## src/rtl/multdiv_stall_unit_pkg.sv

```systemverilog
// Processor-wide constants shared by the mul/div stall unit: opcodes, ALU ops, rstatus codes, FSM states.
// Latency: n/a (constants and one combinational decode helper).
// Backpressure: n/a.
package multdiv_stall_unit_pkg;

  localparam logic [4:0] OPC_RTYPE = 5'b00000;

  localparam logic [4:0] ALU_ADD = 5'b00000;
  localparam logic [4:0] ALU_SUB = 5'b00001;
  localparam logic [4:0] ALU_AND = 5'b00010;
  localparam logic [4:0] ALU_OR  = 5'b00011;
  localparam logic [4:0] ALU_SLL = 5'b00100;
  localparam logic [4:0] ALU_SRA = 5'b00101;
  localparam logic [4:0] ALU_MUL = 5'b00110;
  localparam logic [4:0] ALU_DIV = 5'b00111;

  localparam logic [4:0] RS_ADD_OVF  = 5'd1;
  localparam logic [4:0] RS_ADDI_OVF = 5'd2;
  localparam logic [4:0] RS_SUB_OVF  = 5'd3;
  localparam logic [4:0] RS_MUL_OVF  = 5'd4;
  localparam logic [4:0] RS_DIV_ZERO = 5'd5;

  typedef enum logic [1:0] {
    ST_IDLE = 2'd0,
    ST_BUSY = 2'd1,
    ST_DONE = 2'd2
  } md_state_t;

  // True for an R-type instruction whose ALU op is mul or div.
  function automatic logic is_muldiv(input logic [31:0] insn);
    return (insn[31:27] == OPC_RTYPE) &&
           ((insn[6:2] == ALU_MUL) || (insn[6:2] == ALU_DIV));
  endfunction

endpackage

```

## src/rtl/multdiv_stall_unit_if.sv

```systemverilog
// Execute-side bundle between the D/X latch, the mul/div unit and the X/M latch.
// Latency: n/a (wires only).
// Backpressure: stall flows back to fetch/decode; result_valid is a one-cycle strobe.
interface multdiv_stall_unit_if #(
  parameter int WIDTH = 32
);
  logic [31:0]      insn;
  logic [WIDTH-1:0] dataRegA;
  logic [WIDTH-1:0] dataRegB;
  logic             flush;
  logic             stall;
  logic             result_valid;
  logic [WIDTH-1:0] result;
  logic             exception;
  logic [31:0]      rstatus_value;
  logic             busy;

  modport master (
    output insn, dataRegA, dataRegB, flush,
    input  stall, result_valid, result, exception, rstatus_value, busy
  );

  modport slave (
    input  insn, dataRegA, dataRegB, flush,
    output stall, result_valid, result, exception, rstatus_value, busy
  );
endinterface

```

## src/rtl/multdiv_stall_unit_iterative_core.sv

```systemverilog
// Radix-2 magnitude engine: shift-add multiply or restoring divide, one step per cycle.
// Latency: WIDTH cycles after i_start; o_done/o_raw/o_ovf are combinational in the final step cycle.
// Backpressure: none; i_abort kills a running operation, i_start restarts it.
module multdiv_iterative_core #(
  parameter int WIDTH = 32
) (
  input  logic             clock,
  input  logic             reset_n,
  input  logic             i_start,
  input  logic             i_abort,
  input  logic             i_is_div,
  input  logic             i_neg,
  input  logic [WIDTH-1:0] i_a,
  input  logic [WIDTH-1:0] i_b,
  output logic             o_done,
  output logic [WIDTH-1:0] o_raw,
  output logic             o_ovf
);
  localparam int W2 = 2 * WIDTH;
  // Smallest product magnitude that no longer fits a positive signed result.
  localparam logic [W2-1:0] MAG_LIM = W2'(1) << (WIDTH - 1);

  // mul: r_a = multiplicand (shifts left), r_b = multiplier (shifts right), r_acc = product.
  // div: r_a = divisor, r_b = dividend shifting out / quotient shifting in, r_acc = remainder.
  logic            r_run;
  logic [5:0]      r_cnt;
  logic            r_is_div;
  logic [W2-1:0]   r_a;
  logic [WIDTH-1:0] r_b;
  logic [W2-1:0]   r_acc;

  logic [WIDTH-1:0] w_abs_a;
  logic [WIDTH-1:0] w_abs_b;
  logic [W2-1:0]    w_acc_mul;
  logic [WIDTH:0]   w_rem_sh;
  logic [WIDTH:0]   w_diff;
  logic             w_ge;
  logic [WIDTH-1:0] w_q_nxt;
  logic             w_last;

  assign w_abs_a   = i_a[WIDTH-1] ? (-i_a) : i_a;
  assign w_abs_b   = i_b[WIDTH-1] ? (-i_b) : i_b;
  assign w_acc_mul = r_acc + (r_b[0] ? r_a : '0);
  assign w_rem_sh  = {r_acc[WIDTH-1:0], r_b[WIDTH-1]};
  assign w_diff    = w_rem_sh - {1'b0, r_a[WIDTH-1:0]};
  assign w_ge      = ~w_diff[WIDTH];
  assign w_q_nxt   = {r_b[WIDTH-2:0], w_ge};
  assign w_last    = r_run && (r_cnt == 6'(WIDTH - 1));

  assign o_done = w_last;
  assign o_raw  = r_is_div ? w_q_nxt : w_acc_mul[WIDTH-1:0];
  // A negative result may reach exactly -2^(WIDTH-1); a positive one must stay below it.
  assign o_ovf  = !r_is_div && (i_neg ? (w_acc_mul > MAG_LIM) : (w_acc_mul >= MAG_LIM));

  // Load magnitudes on start, then advance one radix-2 step per cycle until the last step.
  always_ff @(posedge clock or negedge reset_n) begin
    if (!reset_n) begin
      r_run    <= 1'b0;
      r_cnt    <= '0;
      r_is_div <= 1'b0;
      r_a      <= '0;
      r_b      <= '0;
      r_acc    <= '0;
    end else if (i_abort) begin
      r_run <= 1'b0;
    end else if (i_start) begin
      r_run    <= 1'b1;
      r_cnt    <= '0;
      r_is_div <= i_is_div;
      r_acc    <= '0;
      if (i_is_div) begin
        r_a <= W2'(w_abs_b);
        r_b <= w_abs_a;
      end else begin
        r_a <= W2'(w_abs_a);
        r_b <= w_abs_b;
      end
    end else if (r_run) begin
      r_cnt <= r_cnt + 6'd1;
      if (w_last) begin
        r_run <= 1'b0;
      end
      if (r_is_div) begin
        r_acc <= W2'(w_ge ? w_diff : w_rem_sh);
        r_b   <= w_q_nxt;
      end else begin
        r_acc <= w_acc_mul;
        r_a   <= r_a << 1;
        r_b   <= r_b >> 1;
      end
    end
  end

endmodule

```

## src/rtl/multdiv_stall_unit.sv

```systemverilog
// Execute-stage mul/div: decodes mul/div, stalls the front end, runs the iterative core, strobes the result.
// Latency: issue cycle + WIDTH busy cycles, result_valid in the following (WIDTH+2nd) cycle.
// Backpressure: stall holds PC/F/D/D-X for WIDTH+1 cycles; flush aborts; result_valid is not throttled.
module multdiv_stall_unit
  import multdiv_stall_unit_pkg::*;
#(
  parameter int         WIDTH       = 32,
  parameter logic [4:0] RSTATUS_MUL = RS_MUL_OVF,
  parameter logic [4:0] RSTATUS_DIV = RS_DIV_ZERO
) (
  input  logic                 clock,
  input  logic                 reset_n,
  multdiv_stall_unit_if.slave  bus
);

  md_state_t        r_state;
  logic             r_is_div;
  logic             r_neg;
  logic             r_dz;
  logic             r_result_valid;
  logic [WIDTH-1:0] r_result;
  logic             r_exception;
  logic [31:0]      r_rstatus;

  logic             w_start_hit;
  logic             w_start;
  logic             w_abort;
  logic             w_is_div_insn;
  logic             w_neg_in;
  logic             w_core_done;
  logic             w_core_ovf;
  logic [WIDTH-1:0] w_raw;
  logic [WIDTH-1:0] w_signed;

  assign w_start_hit   = is_muldiv(bus.insn) && !bus.flush;
  assign w_start       = (r_state == ST_IDLE) && w_start_hit;
  assign w_abort       = (r_state == ST_BUSY) && bus.flush;
  assign w_is_div_insn = (bus.insn[6:2] == ALU_DIV);
  assign w_neg_in      = bus.dataRegA[WIDTH-1] ^ bus.dataRegB[WIDTH-1];
  assign w_signed      = r_neg ? (-w_raw) : w_raw;

  multdiv_iterative_core #(.WIDTH(WIDTH)) u_core (
    .clock    (clock),
    .reset_n  (reset_n),
    .i_start  (w_start),
    .i_abort  (w_abort),
    .i_is_div (w_is_div_insn),
    .i_neg    (r_neg),
    .i_a      (bus.dataRegA),
    .i_b      (bus.dataRegB),
    .o_done   (w_core_done),
    .o_raw    (w_raw),
    .o_ovf    (w_core_ovf)
  );

  // Issue-cycle stall is combinational so the D/X latch freezes on the very edge that starts the op.
  assign bus.stall         = ((r_state == ST_IDLE) && w_start_hit) ||
                             ((r_state == ST_BUSY) && !bus.flush);
  assign bus.busy          = (r_state != ST_IDLE);
  assign bus.result_valid  = r_result_valid;
  assign bus.result        = r_result;
  assign bus.exception     = r_exception;
  assign bus.rstatus_value = r_rstatus;

  // Control FSM: capture op/sign on issue, map core outcome to result/exception, leave DONE after one cycle.
  always_ff @(posedge clock or negedge reset_n) begin
    if (!reset_n) begin
      r_state        <= ST_IDLE;
      r_is_div       <= 1'b0;
      r_neg          <= 1'b0;
      r_dz           <= 1'b0;
      r_result_valid <= 1'b0;
      r_result       <= '0;
      r_exception    <= 1'b0;
      r_rstatus      <= '0;
    end else begin
      case (r_state)
        ST_IDLE: begin
          if (w_start_hit) begin
            r_state  <= ST_BUSY;
            r_is_div <= w_is_div_insn;
            r_neg    <= w_neg_in;
            r_dz     <= (bus.dataRegB == '0);
          end
        end
        ST_BUSY: begin
          if (bus.flush) begin
            r_state <= ST_IDLE;
          end else if (w_core_done) begin
            r_state        <= ST_DONE;
            r_result_valid <= 1'b1;
            if (r_is_div && r_dz) begin
              r_result    <= '0;
              r_exception <= 1'b1;
              r_rstatus   <= 32'(RSTATUS_DIV);
            end else if (!r_is_div && w_core_ovf) begin
              r_result    <= w_signed;
              r_exception <= 1'b1;
              r_rstatus   <= 32'(RSTATUS_MUL);
            end else begin
              r_result    <= w_signed;
              r_exception <= 1'b0;
              r_rstatus   <= '0;
            end
          end
        end
        ST_DONE: begin
          // The D/X latch advances on this edge, so never restart from DONE.
          r_result_valid <= 1'b0;
          r_state        <= ST_IDLE;
        end
        default: begin
          r_state <= ST_IDLE;
        end
      endcase
    end
  end

endmodule

```

## src/flat_wrapper.sv

```systemverilog
// flat-port wrapper written by rule: the top's interface ports become plain ports
module multdiv_stall_unit_flat import multdiv_stall_unit_pkg::*;
#(
  parameter int         WIDTH       = 32,
  parameter logic [4:0] RSTATUS_MUL = RS_MUL_OVF,
  parameter logic [4:0] RSTATUS_DIV = RS_DIV_ZERO
)
  (clock, reset_n, bus_insn, bus_dataRegA, bus_dataRegB, bus_flush, bus_stall, bus_result_valid, bus_result, bus_exception, bus_rstatus_value, bus_busy);
  multdiv_stall_unit_if #(.WIDTH(WIDTH)) bus_i ();
  input  logic clock;
  input  logic reset_n;
  input wire logic [$bits(bus_i.insn)-1:0] bus_insn;
  input wire logic [$bits(bus_i.dataRegA)-1:0] bus_dataRegA;
  input wire logic [$bits(bus_i.dataRegB)-1:0] bus_dataRegB;
  input wire logic [$bits(bus_i.flush)-1:0] bus_flush;
  output wire logic [$bits(bus_i.stall)-1:0] bus_stall;
  output wire logic [$bits(bus_i.result_valid)-1:0] bus_result_valid;
  output wire logic [$bits(bus_i.result)-1:0] bus_result;
  output wire logic [$bits(bus_i.exception)-1:0] bus_exception;
  output wire logic [$bits(bus_i.rstatus_value)-1:0] bus_rstatus_value;
  output wire logic [$bits(bus_i.busy)-1:0] bus_busy;
  assign bus_i.insn = bus_insn;
  assign bus_i.dataRegA = bus_dataRegA;
  assign bus_i.dataRegB = bus_dataRegB;
  assign bus_i.flush = bus_flush;
  assign bus_stall = bus_i.stall;
  assign bus_result_valid = bus_i.result_valid;
  assign bus_result = bus_i.result;
  assign bus_exception = bus_i.exception;
  assign bus_rstatus_value = bus_i.rstatus_value;
  assign bus_busy = bus_i.busy;
  multdiv_stall_unit #(.WIDTH(WIDTH), .RSTATUS_MUL(RSTATUS_MUL), .RSTATUS_DIV(RSTATUS_DIV)) u_core (.clock(clock), .reset_n(reset_n), .bus(bus_i));
endmodule
```

## config.mk

```make
export PLATFORM = sky130hd
export DESIGN_NAME = multdiv_stall_unit_flat
export DESIGN_NICKNAME = d
export VERILOG_FILES = /design/src/rtl/multdiv_stall_unit_pkg.sv /design/src/rtl/multdiv_stall_unit_if.sv /design/src/rtl/multdiv_stall_unit_iterative_core.sv /design/src/rtl/multdiv_stall_unit.sv /design/src/flat_wrapper.sv
export SDC_FILE = /design/constraint.sdc
export NUM_CORES = 1
export LEC_CHECK = 0
export CAP_MARGIN = 20
export CORE_AREA = 2 2 180 182
export DETAILED_ROUTE_END_ITERATION = 7
export DIE_AREA = 0 0 182 184
export PLACE_DENSITY = 0.82
export SYNTH_ARGS = -nofsm -noshare
export SYNTH_HDL_FRONTEND = slang
export SYNTH_SLANG_ARGS = --single-unit
```

## constraint.sdc

```tcl
create_clock -name clock -period 7.66 [get_ports clock]
set_input_delay 1.532 -clock clock [delete_from_list [all_inputs] [get_ports clock]]
set_output_delay 1.532 -clock clock [all_outputs]
set_load 0.1 [all_outputs]
```

Word level (Yosys, flattened, before mapping)
Cells that the tools add are included.
{"block": "op_classes", "add_sub_neg": 6, "magnitude_cmp": 2, "eq_ne": 10, "n_mux": 36, "n_bitwise": 4, "n_reduce_logical": 27}
{"cell": "$mux 64", "n": 7}
{"cell": "$mux 32", "n": 11}
{"cell": "$neg 32->32", "n": 3}
{"cell": "$add 64x64->64", "n": 1}
{"cell": "$ge 64x32->1 const B", "n": 1}
{"cell": "$gt 64x32->1 const B", "n": 1}
{"cell": "$mux 33", "n": 1}
{"cell": "$sub 33x32->33", "n": 1}
{"cell": "$logic_not 32->1", "n": 1}
{"cell": "$mux 6", "n": 2}
{"cell": "$eq 5x3->1 const B", "n": 2}
{"cell": "$logic_and 1x1->1", "n": 9}
{"cell": "$mux 1", "n": 9}
{"cell": "$reduce_and 3->1", "n": 3}
{"cell": "$reduce_and 2->1", "n": 4}
{"cell": "$add 6x1->6 const B", "n": 1}
{"cell": "$eq 6x5->1 const B", "n": 1}
{"cell": "$mux 2", "n": 3}
{"cell": "$reduce_bool 2->1", "n": 3}
{"cell": "$logic_not 5->1", "n": 1}
{"cell": "$ne 2x1->1 const B", "n": 2}
{"cell": "$ne 2x2->1 const B", "n": 2}
{"cell": "$pmux 2 s2", "n": 1}
{"cell": "$logic_not 1->1", "n": 3}
{"cell": "9 further kinds", "n": 12}
{"block": "totals", "register_bits": 239, "input_bits": 99, "out_inout_bits": 68, "word_cells": 99}

Depth between registers and ports, before layout
{"block": "logic_depth", "ltp_word": 8, "ltp_mapped": 30, "depth_no_buf": 27}

By module
From an unflattened synthesis, not the netlist that was laid out.
{"block": "hier_totals", "cells_unflattened": 2414, "area_unflattened_um2": 18876.9}
{"mod": "multdiv_iterative_core", "n_inst": 1, "cells_each": 2058, "area_per_inst_um2": 15922.8, "seq_area_each_um2": 4204.0}
{"mod": "multdiv_stall_unit", "n_inst": 1, "cells_each": 356, "area_per_inst_um2": 2954.1, "seq_area_each_um2": 1001.0}

Least setup slack after synthesis
OpenSTA, ideal clock, no wires.
{"block": "synth_timing", "path_kind": "reg-to-reg", "startpoint": "reg u_core.u_core.r_a[13]", "endpoint": "reg u_core.r_result[26] (netlist: u_core.bus.result[26])", "setup_ns": 0.130, "t_arrival_ns": 6.036, "t_required_ns": 7.530, "path_slack_ns": 1.494, "stages_incl_launch_ff": 30, "n_path_buf": 4, "period_less_slack_ns": 6.166, "path_cell_list": "dfrtp_1 inv_1 ha_1 clkbuf_1 a21o_1 or3_1 o22a_1 a31oi_1 a211o_1 a21bo_2 a31oi_1 a221o_1 nand2_1 nand2b_1 a21oi_1 o21ai_0 ha_1 clkbuf_1 clkbuf_1 clkbuf_1 a21oi_1 ha_1 nand2_1 or3_1 or4_1 or4_4 or2_4 o31ai_2 xor2_1 o21ai_1"}
{"block": "synth_via", "elab_chain_cells": 6, "elab_cells_between_ends": 8, "classes_between": "add/sub (3); mux (4); bitwise (1)"}
{"item": "start, declared", "line_no": "multdiv_stall_unit_iterative_core.sv:28", "text": "logic [W2-1:0] r_a;"}
{"item": "start signal, assigned", "line_no": "multdiv_stall_unit_iterative_core.sv:72", "text": "r_a <= W2'(w_abs_b);"}
{"item": "start signal, assigned", "line_no": "multdiv_stall_unit_iterative_core.sv:75", "text": "r_a <= W2'(w_abs_a);"}
{"item": "start signal, assigned", "line_no": "multdiv_stall_unit_iterative_core.sv:88", "text": "r_a <= r_a << 1;"}
{"item": "$mux 64 / $sub 33x32->33 (equally long branches)", "line_no": "multdiv_stall_unit_iterative_core.sv:43, multdiv_stall_unit_iterative_core.sv:45"}
{"item": "$add 64x64->64 / $not 1->1 (equally long branches)", "line_no": "multdiv_stall_unit_iterative_core.sv:43, multdiv_stall_unit_iterative_core.sv:46"}
{"item": "$mux 32 *", "line_no": "multdiv_stall_unit_iterative_core.sv:51", "text": "assign o_raw = r_is_div ? w_q_nxt : w_acc_mul[WIDTH-1:0];"}
{"item": "$neg 32->32", "line_no": "multdiv_stall_unit.sv:40", "text": "assign w_signed = r_neg ? (-w_raw) : w_raw;"}
{"item": "$mux 32 *", "line_no": "multdiv_stall_unit.sv:40"}
{"item": "$mux 32 *", "line_no": "multdiv_stall_unit.sv:92", "text": "if (r_is_div && r_dz) begin"}
{"item": "end signal, assigned", "line_no": "multdiv_stall_unit.sv:97", "text": "r_result <= w_signed;"}
{"item": "end signal, assigned", "line_no": "multdiv_stall_unit.sv:101", "text": "r_result <= w_signed;"}
{"item": "end, declared", "line_no": "multdiv_stall_unit.sv:21", "text": "logic [WIDTH-1:0] r_result;"}
Mark *: on every way between the ends. The rest lies on a longest branch, timed or not.
A chain may end at the register's enable or synchronous reset.

Final worst setup path
{"block": "layout_timing", "startpoint": "reg u_core.u_core.r_b[31]", "endpoint": "reg u_core.r_result[26] (netlist: u_core.bus.result[26])"}
{"block": "layout_via", "elab_chain_cells": 6}
{"item": "start, declared", "line_no": "multdiv_stall_unit_iterative_core.sv:29", "text": "logic [WIDTH-1:0] r_b;"}
{"item": "start signal, assigned", "line_no": "multdiv_stall_unit_iterative_core.sv:73", "text": "r_b <= w_abs_a;"}
{"item": "start signal, assigned", "line_no": "multdiv_stall_unit_iterative_core.sv:76", "text": "r_b <= w_abs_b;"}
{"item": "start signal, assigned", "line_no": "multdiv_stall_unit_iterative_core.sv:85", "text": "r_b <= w_q_nxt;"}
{"item": "$sub 33x32->33", "line_no": "multdiv_stall_unit_iterative_core.sv:45", "text": "assign w_diff = w_rem_sh - {1'b0, r_a[WIDTH-1:0]};"}
{"item": "$not 1->1", "line_no": "multdiv_stall_unit_iterative_core.sv:46", "text": "assign w_ge = ~w_diff[WIDTH];"}
{"item": "$mux 32", "line_no": "multdiv_stall_unit_iterative_core.sv:51"}
{"item": "$neg 32->32", "line_no": "multdiv_stall_unit.sv:40"}
{"item": "$mux 32", "line_no": "multdiv_stall_unit.sv:40"}
{"item": "$mux 32", "line_no": "multdiv_stall_unit.sv:92"}
No other way between the ends.

==> flow_summary.yaml <==
status:
  outcome: "complete, no violations"
timing:
  min_period_ps: 6580
  maxSlewHeadroom: 0.204
  finalSetupViolCount: 0
  tightest_slew_ps: 1160
  max_freq_ghz: 0.152
  period_share: 0.858
  fin_ws_ps: 1080
  skew_ps: 10.7
  whs_ps: 475
  drv_slew: 0
  finalHoldViolCount: 0
  fin_tns_setup_ps: 0
  rsz0062_at_grt: "false"
flow_run:
  max-cap-violations: 0
floorplan:
  ios: 167
  die_h_um: 184
  start_util: 0.596
  rows: 65
  core_region_area_mm2: 0.0314
  die_w_um: 182
  die_area_mm2: 0.0335
clocking:
  cts_setup_buffers: 0
  numCtsBuffers: 26
  cts_root_buf: "clkbuf_16"
  cts_tree: "yes"
  clkLatencyLatePin_ps: 550
  hold_buffers: 0
  cts_buffer_depth: 3
  numClockSinks: 208
  clk_pin_slew_ps: 60
  h-tree-depth: 1
  cts_resized: 0
yosys:
  synth_warnings: 0
  ys_top_cells_by_area: "dfrtp_1 28%, ha_1 6.7%, a21oi_1 6.4%"
  synth_top_area_frac: 0.278
  yosys.area.top_type: "dfrtp_1"
  async_reset_ff_frac: 1.00
  syn_area_mm2: 0.0187
  synth.ff_latch_count: 208
  synth-edff-count: 0
  syn_avg_cell_area_um2: 7.81
  synth.cells.most_frequent: "274 x nand2_1, 241 x a21oi_1, 208 x dfrtp_1, 208 x o21ai_0, 177 x nor2_1"
  ys.flop_type: "dfrtp_1"
  syn_inst: 2397
  synth.most_common_cell: "nand2_1"
  yosysSeqAreaShare: 0.278
  synthDistinctLibCells: 91
layout:
  finalNetCount: 2614
  diodes: 0
  fillers: 2735
  multi_input_area_mm2: 0.0126
  area_growth_pct: 11.6
  drive_gt1_frac: 0.0547
  regArea_mm2: 0.00521
setup_path:
  critPathKind: "flop to flop"
  required_ps: 8050
  cp-end-kind: "flop"
  cpPeakStageDelay_ps: 490
  critPathLaunchType: "flop"
  cpMaxStageDelayCell: "or4_1"
  cp.arrival_ps: 6960
  rrSetupSlack_ps: 1080
  cp_max_fo: 4
detailed_routing:
  ant_nets: 0
  vias: 18300
  drtIter0Drc: 2019
  wl_per_cell_um: 20.4
  finalWirelength_um: 57700
  vias_per_cell: 6.46
  firstDrtPassIters: 6
  drc: 0
global_routing:
  antenna_found_initial: 0
  grt.overflow.total: 0
  grt_pass1_vias: 16600
  grt_util_all_layers: 0.341
  grt_max_degree: 96
  grt_pass1_wl_um: 91200
power_and_ir_drop:
  power_density_mw_per_mm2: 160
  leakagePower_nw: 9.39
  peakVddDrop_mv: 0.179
hold_path:
  hold_class: "flop to flop"
placed_design:
  dpl.hpwl_um: 43600
  portBuffers: 114
  place.gp.congestion: 0.965
  post-place-ws_ps: 1150
-- per-stage QoR --
| step | total power (W) | cells | utilization | cell area, um2 |
|---|---|---|---|---|
| after floorplan | 0.00172 | 2426 | - | 18800 |
| after global placement | 0.00192 | 2785 | 0.633 | 19900 |
| after detailed placement | 0.00194 | 2785 | 0.633 | 19900 |
| after CTS | 0.00335 | 2833 | 0.664 | 20900 |
| after global routing | 0.00348 | 2835 | 0.666 | 20900 |
| final | 0.00335 | 2835 | 0.666 | 20900 |
-- final cells by class --
| cell class | count | share of cell area |
|---|---|---|
| Sequential cell | 208 | 0.249 |
| Tap cell | 402 | 0.0241 |
| Multi-Input combinational cell | 1976 | 0.603 |
| Clock inverter | 18 | 0.0141 |
| Inverter | 68 | 0.0122 |
| Timing Repair Buffer | 133 | 0.0635 |
| Clock buffer | 30 | 0.0333 |
-- kinds of logic after synthesis --
| group | synth area share |
|---|---|
| AOI/OAI and AO/OA | 0.285 |
| xor gates and xnor gates | 0.0771 |
| adders and majority gates | 0.0690 |
| buffers and inverters | 0.0557 |
| DFF | 0.278 |
| muxes | 0.0325 |
| other | 0.000200 |
| and+or+nand+nor | 0.202 |
-- registers in the layout (all words and copies together), names as in the netlist --
register and count:
u_core.u_core.r_is_div 1, u_core.bus.rstatus_value 2, u_core.r_dz 1, u_core.bus.result 32, u_core.u_core.r_a 64, u_core.u_core.r_run 1
u_core.r_is_div 1, u_core.r_neg 1, u_core.u_core.r_cnt 6, u_core.r_state 2, u_core.u_core.r_acc 64, u_core.u_core.r_b 32
u_core.bus.result_valid 1
-- placed cells by master (no fill, tap or decap), drive strengths merged, types with 8 or more instances in the layout --
master         instances
a21o                  58
dfrtp                208
o21a                  21
or3                   26
o31ai                 36
clkinv                 8
o211ai                13
nor2                 177
o21ai                219
nand2b                20
a21oi                241
xor2                  82
nor4                  16
o21bai                19
nor3                  54
or2                   20
buf                   19
nand2                274
inv                   68
o41ai                 17
and3                  14
mux2i                 44
and2                  74
nand4                 26
or4                   12
xnor2                 82
nand3                 39
a31oi                 18
mux2                  15
nor2b                 10
clkdlybuf4s50        113
a22o                  52
conb                  30
ha                   100
a211oi                65
clkbuf                31
-- report_power, final --
part | internal [W] | switching (W)
Sequential | 0.00115 | 0.0000631
Combinational | 0.000251 | 0.000480
Clock | 0.000890 | 0.000519
-- layer usage --
layer | GRT usage | wire length (um) | share of wire | vias to the layer above
li1 | - | - | - | 8680
met1 | 0.526 | 26800 | 0.46 | 8670
met2 | 0.477 | 22900 | 0.40 | 902
met3 | 0.0913 | 6990 | 0.12 | 73
met4 | 0.0606 | 1010 | 0.017 | 0
met5 | 0 | 0 | 0 | -
-- path summary, 6_finish.rpt --
path	startpoint	end	depth (start not counted)
max	u_core.u_core.r_b[31]	u_core.bus.result[26]	27
min	u_core.bus.result[8]	u_core.bus.result[8]	2
max reg2reg	u_core.u_core.r_b[31]	u_core.bus.result[26]	27
min reg2reg	u_core.bus.result[8]	u_core.bus.result[8]	2
max in group asynchronous	reset_n	u_core.u_core.r_acc[36]	2
min in group asynchronous	reset_n	u_core.u_core.r_b[0]	1
-- worst max-delay path, delay by kind of cell, from the launching register on --
family	cells	cell delay, ps
compound gates	11	2310
simple gates	9	2160
fa+ha+maj	4	1170
flops	1	420
xor+xnor	1	180
buf+inv	2	150
Power figures use the tool's default switching activity.
